File: src/rtl/wb_regfile.sv
// wb_regfile: write-back commit of the MEM/WB bundle into GPRs, HI/LO and LLbit,
// with same-cycle bypass to ID/MEM and a retire counter.
module wb_regfile #(
  parameter int DATA_W  = 32,
  parameter int ADDR_W  = 5,
  parameter int REG_NUM = 32,
  parameter int CNT_W   = 32
) (
  input  logic              clk,
  input  logic              rst,
  input  logic [ADDR_W-1:0] wb_wd,
  input  logic              wb_wreg,
  input  logic [DATA_W-1:0] wb_wdata,
  input  logic [DATA_W-1:0] wb_hi,
  input  logic [DATA_W-1:0] wb_lo,
  input  logic              wb_whilo,
  input  logic              wb_LLbit_we,
  input  logic              wb_LLbit_value,
  input  logic              flush,
  input  logic              re1,
  input  logic [ADDR_W-1:0] raddr1,
  output logic [DATA_W-1:0] rdata1,
  input  logic              re2,
  input  logic [ADDR_W-1:0] raddr2,
  output logic [DATA_W-1:0] rdata2,
  output logic [DATA_W-1:0] hi_o,
  output logic [DATA_W-1:0] lo_o,
  output logic [DATA_W-1:0] hi_fwd,
  output logic [DATA_W-1:0] lo_fwd,
  output logic              LLbit_o,
  output logic              LLbit_fwd,
  output logic [CNT_W-1:0]  retire_cnt
);
  logic [DATA_W-1:0] gpr [REG_NUM];
  logic [DATA_W-1:0] hi, lo;
  logic              ll;
  logic              gpr_we, ll_we, commit;
  assign gpr_we = wb_wreg && wb_wd != '0;
  assign ll_we  = wb_LLbit_we && !flush;
  assign commit = gpr_we || wb_whilo || ll_we;
  always_ff @(posedge clk or negedge rst) begin
    if (!rst) begin
      for (int i = 0; i < REG_NUM; i++) gpr[i] <= '0;
      hi         <= '0;
      lo         <= '0;
      ll         <= 1'b0;
      retire_cnt <= '0;
    end else begin
      if (gpr_we) gpr[wb_wd] <= wb_wdata;
      if (wb_whilo) begin
        hi <= wb_hi;
        lo <= wb_lo;
      end
      if (flush) ll <= 1'b0;
      else if (wb_LLbit_we) ll <= wb_LLbit_value;
      if (commit) retire_cnt <= retire_cnt + CNT_W'(1);
    end
  end
  // bypass paths are gated by rst so nothing leaks out while held in reset
  assign rdata1 = (!rst || !re1 || raddr1 == '0) ? '0 :
                  (wb_wreg && raddr1 == wb_wd) ? wb_wdata : gpr[raddr1];
  assign rdata2 = (!rst || !re2 || raddr2 == '0) ? '0 :
                  (wb_wreg && raddr2 == wb_wd) ? wb_wdata : gpr[raddr2];
  assign hi_o      = hi;
  assign lo_o      = lo;
  assign hi_fwd    = !rst ? '0 : wb_whilo ? wb_hi : hi;
  assign lo_fwd    = !rst ? '0 : wb_whilo ? wb_lo : lo;
  assign LLbit_o   = ll;
  assign LLbit_fwd = rst && !flush && (wb_LLbit_we ? wb_LLbit_value : ll);
endmodule

File: config.mk
export PLATFORM = sky130hd
export DESIGN_NAME = wb_regfile
export DESIGN_NICKNAME = d
export VERILOG_FILES = /design/src/rtl/wb_regfile.sv
export SDC_FILE = /design/constraint.sdc
export NUM_CORES = 2
export LEC_CHECK = 0
export BUFFER_PORTS_ARGS = -buffer_cell sky130_fd_sc_hd__buf_2
export CORE_ASPECT_RATIO = 2
export CORE_MARGIN = 3
export CORE_UTILIZATION = 45
export CTS_BUF_LIST = sky130_fd_sc_hd__clkbuf_16
export DETAILED_ROUTE_END_ITERATION = 8
export MAX_ROUTING_LAYER = met4
export SKIP_LAST_GASP = 1
export SLEW_MARGIN = 20
export SYNTH_ARGS = -nofsm -noshare
export SYNTH_HDL_FRONTEND = slang
export SYNTH_SLANG_ARGS = --single-unit
File: constraint.sdc
create_clock -name clk -period 3.3 [get_ports clk]
set_clock_uncertainty 0.15 [all_clocks]
set_input_delay 0.33 -clock clk [delete_from_list [all_inputs] [get_ports clk]]
set_output_delay 0.33 -clock clk [all_outputs]
set_load 0.005 [all_outputs]
==> impl_metrics.ini <==
[synthesis]
synth_ff_type = dfrtp_1
synth_seq_area_share_pct = 47.43
syn_area_um2 = 59140
synth_edf_count = 0
synth_warnings = 0
avgSynthCellArea_um2 = 14.45
synth_cell_types = 61
synth_seq_cells = 1121
syn_inst = 4093
syn_nets = 4214
synthArstFlopShare_pct = 100.0

[run]
maxCapViolations = 0

[die]
chipHeight_um = 518.7
io_pins = 346
rows = 187
core_area_um2 = 130100
die_w_um = 262.4
die_area_um2 = 136100
start_util_pct = 45.46

[cells_and_area]
fin_cells = 6202
fill_cells = 11085
area_growth_pct = 15.02
drive_gt1_share_pct = 50.23
multi_input_area_um2 = 29160
seq_area_um2 = 28050
final_net_count = 4521
final_core_utilization_pct = 52.29

[worst_setup_path]
slowest_delay_ns = 0.48
path_cells = mux4_2 -> mux2_2 -> a221oi_1 -> a2111oi_1 -> buf_4 -> buf_2
cp_slowest_cell = mux4_2
end_kind = output port
cp_data_arrival_time_ns = 2.76
start_kind = register
worstPathRequired_ns = 2.82
cp.depth = 6
r2r_setup_slack_ns = 1.07
reg2reg_depth = 5
critical_path_class = reg -> out
worst-path-buf-inv = 2
critPathMaxFanout = 3
cp_top_family = multiplexers

[sta]
fmax_mhz = 308.7
drv_slew = 0
tightest_slew_ns = 1.119
period_minus_slack_ns = 3.240
setup_viol = 0
hold_viol_final = 0
fin_crit_sh_pct = 98.17
slew_headroom_pct = 25.40
rsz0062_at_grt = true

[cts]
tritoncts = done
cts-buffers-inserted = 108
cts_sinks = 1121
clk_latency_ns = 0.73
cts_buffer_depth = 3
clockRootBuffer = clkbuf_16
htree_levels = 3
cts.clk_slew.worst_paths_ns = 0.07

[route]
drc_errors = 0
wl_per_cell_um = 33.39
drtPass1Iterations = 5
drtIter0Drc = 3399
via_count = 40476
routed_wl_mm = 207.1
vias_per_cell = 6.526
antenna_left = 0

[global_routing]
grt_pass1_wl_mm = 303.3
grt_pass1_vias = 43298
antenna_found_initial = 9
grt_overflow = 0
grt_max_degree = 175
grt_usage_pct = 31.09

[worst_hold_path]
hold_path_class = in -> reg
hold_depth = 2

[placed_design]
io_buffer_count = 345
hpwl_mm = 129.3
place.gp.congestion = 0.8564
dp.cells = 5914

[pwr]
pwr_density_cell_nw_per_um2 = 573.6
ir_drop_mv = 0.4014
p_leak_nw = 29.99

[status]
outcome = finished clean
## power breakdown
part,switching (mW),internal [mW],leakage [nW]
sequential,1.94,16.3,14.3
combinational,3.34,4.68,13.9
clock,5.76,7.02,1.79
## cell type report
cell class	count	area share (%)
Antenna cell	10	0.03679
Clock buffer	109	4.010
Clock inverter	92	1.172
Inverter	5	0.02759
Multi-Input combinational cell	2514	42.86
Sequential cell	1121	41.24
Tap cell	1701	3.129
Timing Repair Buffer	650	7.528
## layer usage
metal | GRT usage [%] | wire, um | vias to the layer above
met5 | - | 0 | -
met4 | 15.30 | 11860 | 0
met3 | 5.381 | 14040 | 547
met2 | 51.59 | 103600 | 1802
met1 | 36.68 | 77600 | 21759
li1 | - | - | 16368
## cells in the mapped netlist (5+ instances only)
master,count,area share (%)
o22ai_1,49,0.52
a221o_1,24,0.41
and2_1,68,0.72
clkbuf_1,212,1.3
a221oi_1,49,0.73
nand3_1,17,0.14
a21oi_1,59,0.50
xnor2_1,28,0.41
nor3_1,12,0.10
mux2_2,1052,20
a22o_1,34,0.50
o21ai_1,22,0.19
nand3b_1,5,0.063
o221ai_1,31,0.46
dfrtp_1,1121,47
mux4_2,401,15
mux2i_1,227,3.8
o21bai_1,23,0.29
a211oi_1,47,0.60
nand4_1,11,0.12
xor2_1,13,0.19
mux2_1,11,0.21
a32o_1,15,0.25
o211a_1,6,0.10
and3_1,6,0.063
buf_4,16,0.20
a32oi_1,7,0.10
o21ai_0,23,0.19
a22oi_1,99,1.3
nor2_1,56,0.36
buf_2,138,1.2
nand2_1,72,0.46
buf_6,30,0.57
nor2b_1,9,0.095
buf_1,53,0.34
## logic make-up after synthesis
| logic type | count (synthesis) | synth area share, % |
|---|---|---|
| AND/OR/NAND/NOR | 277 | 2.380 |
| flip-flops | 1121 | 47.43 |
| buffers and inverters | 458 | 3.782 |
| multiplexers | 1691 | 39.35 |
| AO/OA/AOI/OAI | 504 | 6.429 |
| adder cells (fa/ha/maj) | 1 | 0.02115 |
| XOR/XNOR | 41 | 0.6072 |
## flip-flops by register name, summed over array words and instances (netlist names)
signal and flops:
LLbit_o 1, hi_o 32, retire_cnt 32, lo_o 32
gpr 1024
## per-stage QoR
stage	hold WS (ns)	instance area (um^2)	setup slack (ns)	power, mW	setup TNS [ns]
2_1_floorplan	-0.1156	59140	0.8200	23.50	0
3_3_place_gp	0.05374	63650	-0.4317	26.07	-0.4317
3_5_place_dp	0.05311	63650	-0.3803	26.37	-0.3803
4_1_cts	0.04675	67970	0.007325	39.23	0
5_1_grt	0.1075	68020	-0.01455	40.65	-0.01455
6_report	0.09626	68030	0.06036	39.02	0
## final timing paths
check,start,end
min in group asynchronous,rst,lo_o[5]$_DFF_PN0_
worst min register to register,gpr[1014]$_DFFE_PN0P_,gpr[1014]$_DFFE_PN0P_
worst max register to register,retire_cnt[8]$_DFFE_PN0P_,retire_cnt[31]$_DFFE_PN0P_
worst min-delay path,wb_wdata[22],gpr[374]$_DFFE_PN0P_
worst max-delay path,gpr[360]$_DFFE_PN0P_,rdata2[8]
max in group asynchronous,rst,gpr[867]$_DFFE_PN0P_
## placed cells by master (no fill, tap or decap), types with 7 or more instances in the layout
cell / n
a211oi_1: 47
a21oi_1: 59
a221o_1: 24
a221oi_1: 48
a22o_1: 34
a22oi_1: 99
a32o_1: 15
a32oi_1: 7
and2_1: 66
buf_12: 66
buf_2: 337
buf_4: 163
bufinv_16: 13
clkbuf_16: 109
clkinv_1: 25
clkinv_2: 25
dfrtp_1: 1121
diode_2: 10
dlygate4sd3_1: 74
inv_1: 18
mux2_1: 11
mux2_2: 1052
mux2i_1: 227
mux4_2: 401
nand2_1: 57
nand2_2: 12
nand3_1: 17
nand4_1: 11
nor2_1: 35
nor2_4: 21
nor3_1: 12
o21ai_0: 22
o21ai_1: 23
o21bai_1: 23
o221ai_1: 31
o22ai_1: 49
xnor2_1: 28
xor2_1: 13
## timing repair
action                                 CTS  global route
hold buffers                            75             1
setup endpoints to repair                1            38
endpoints found under the hold margin  455             8
cloned                                   0             0
buffers inserted                         0             1
resized for setup                        4             2
No activity file was read; power rests on OpenSTA's default activity.
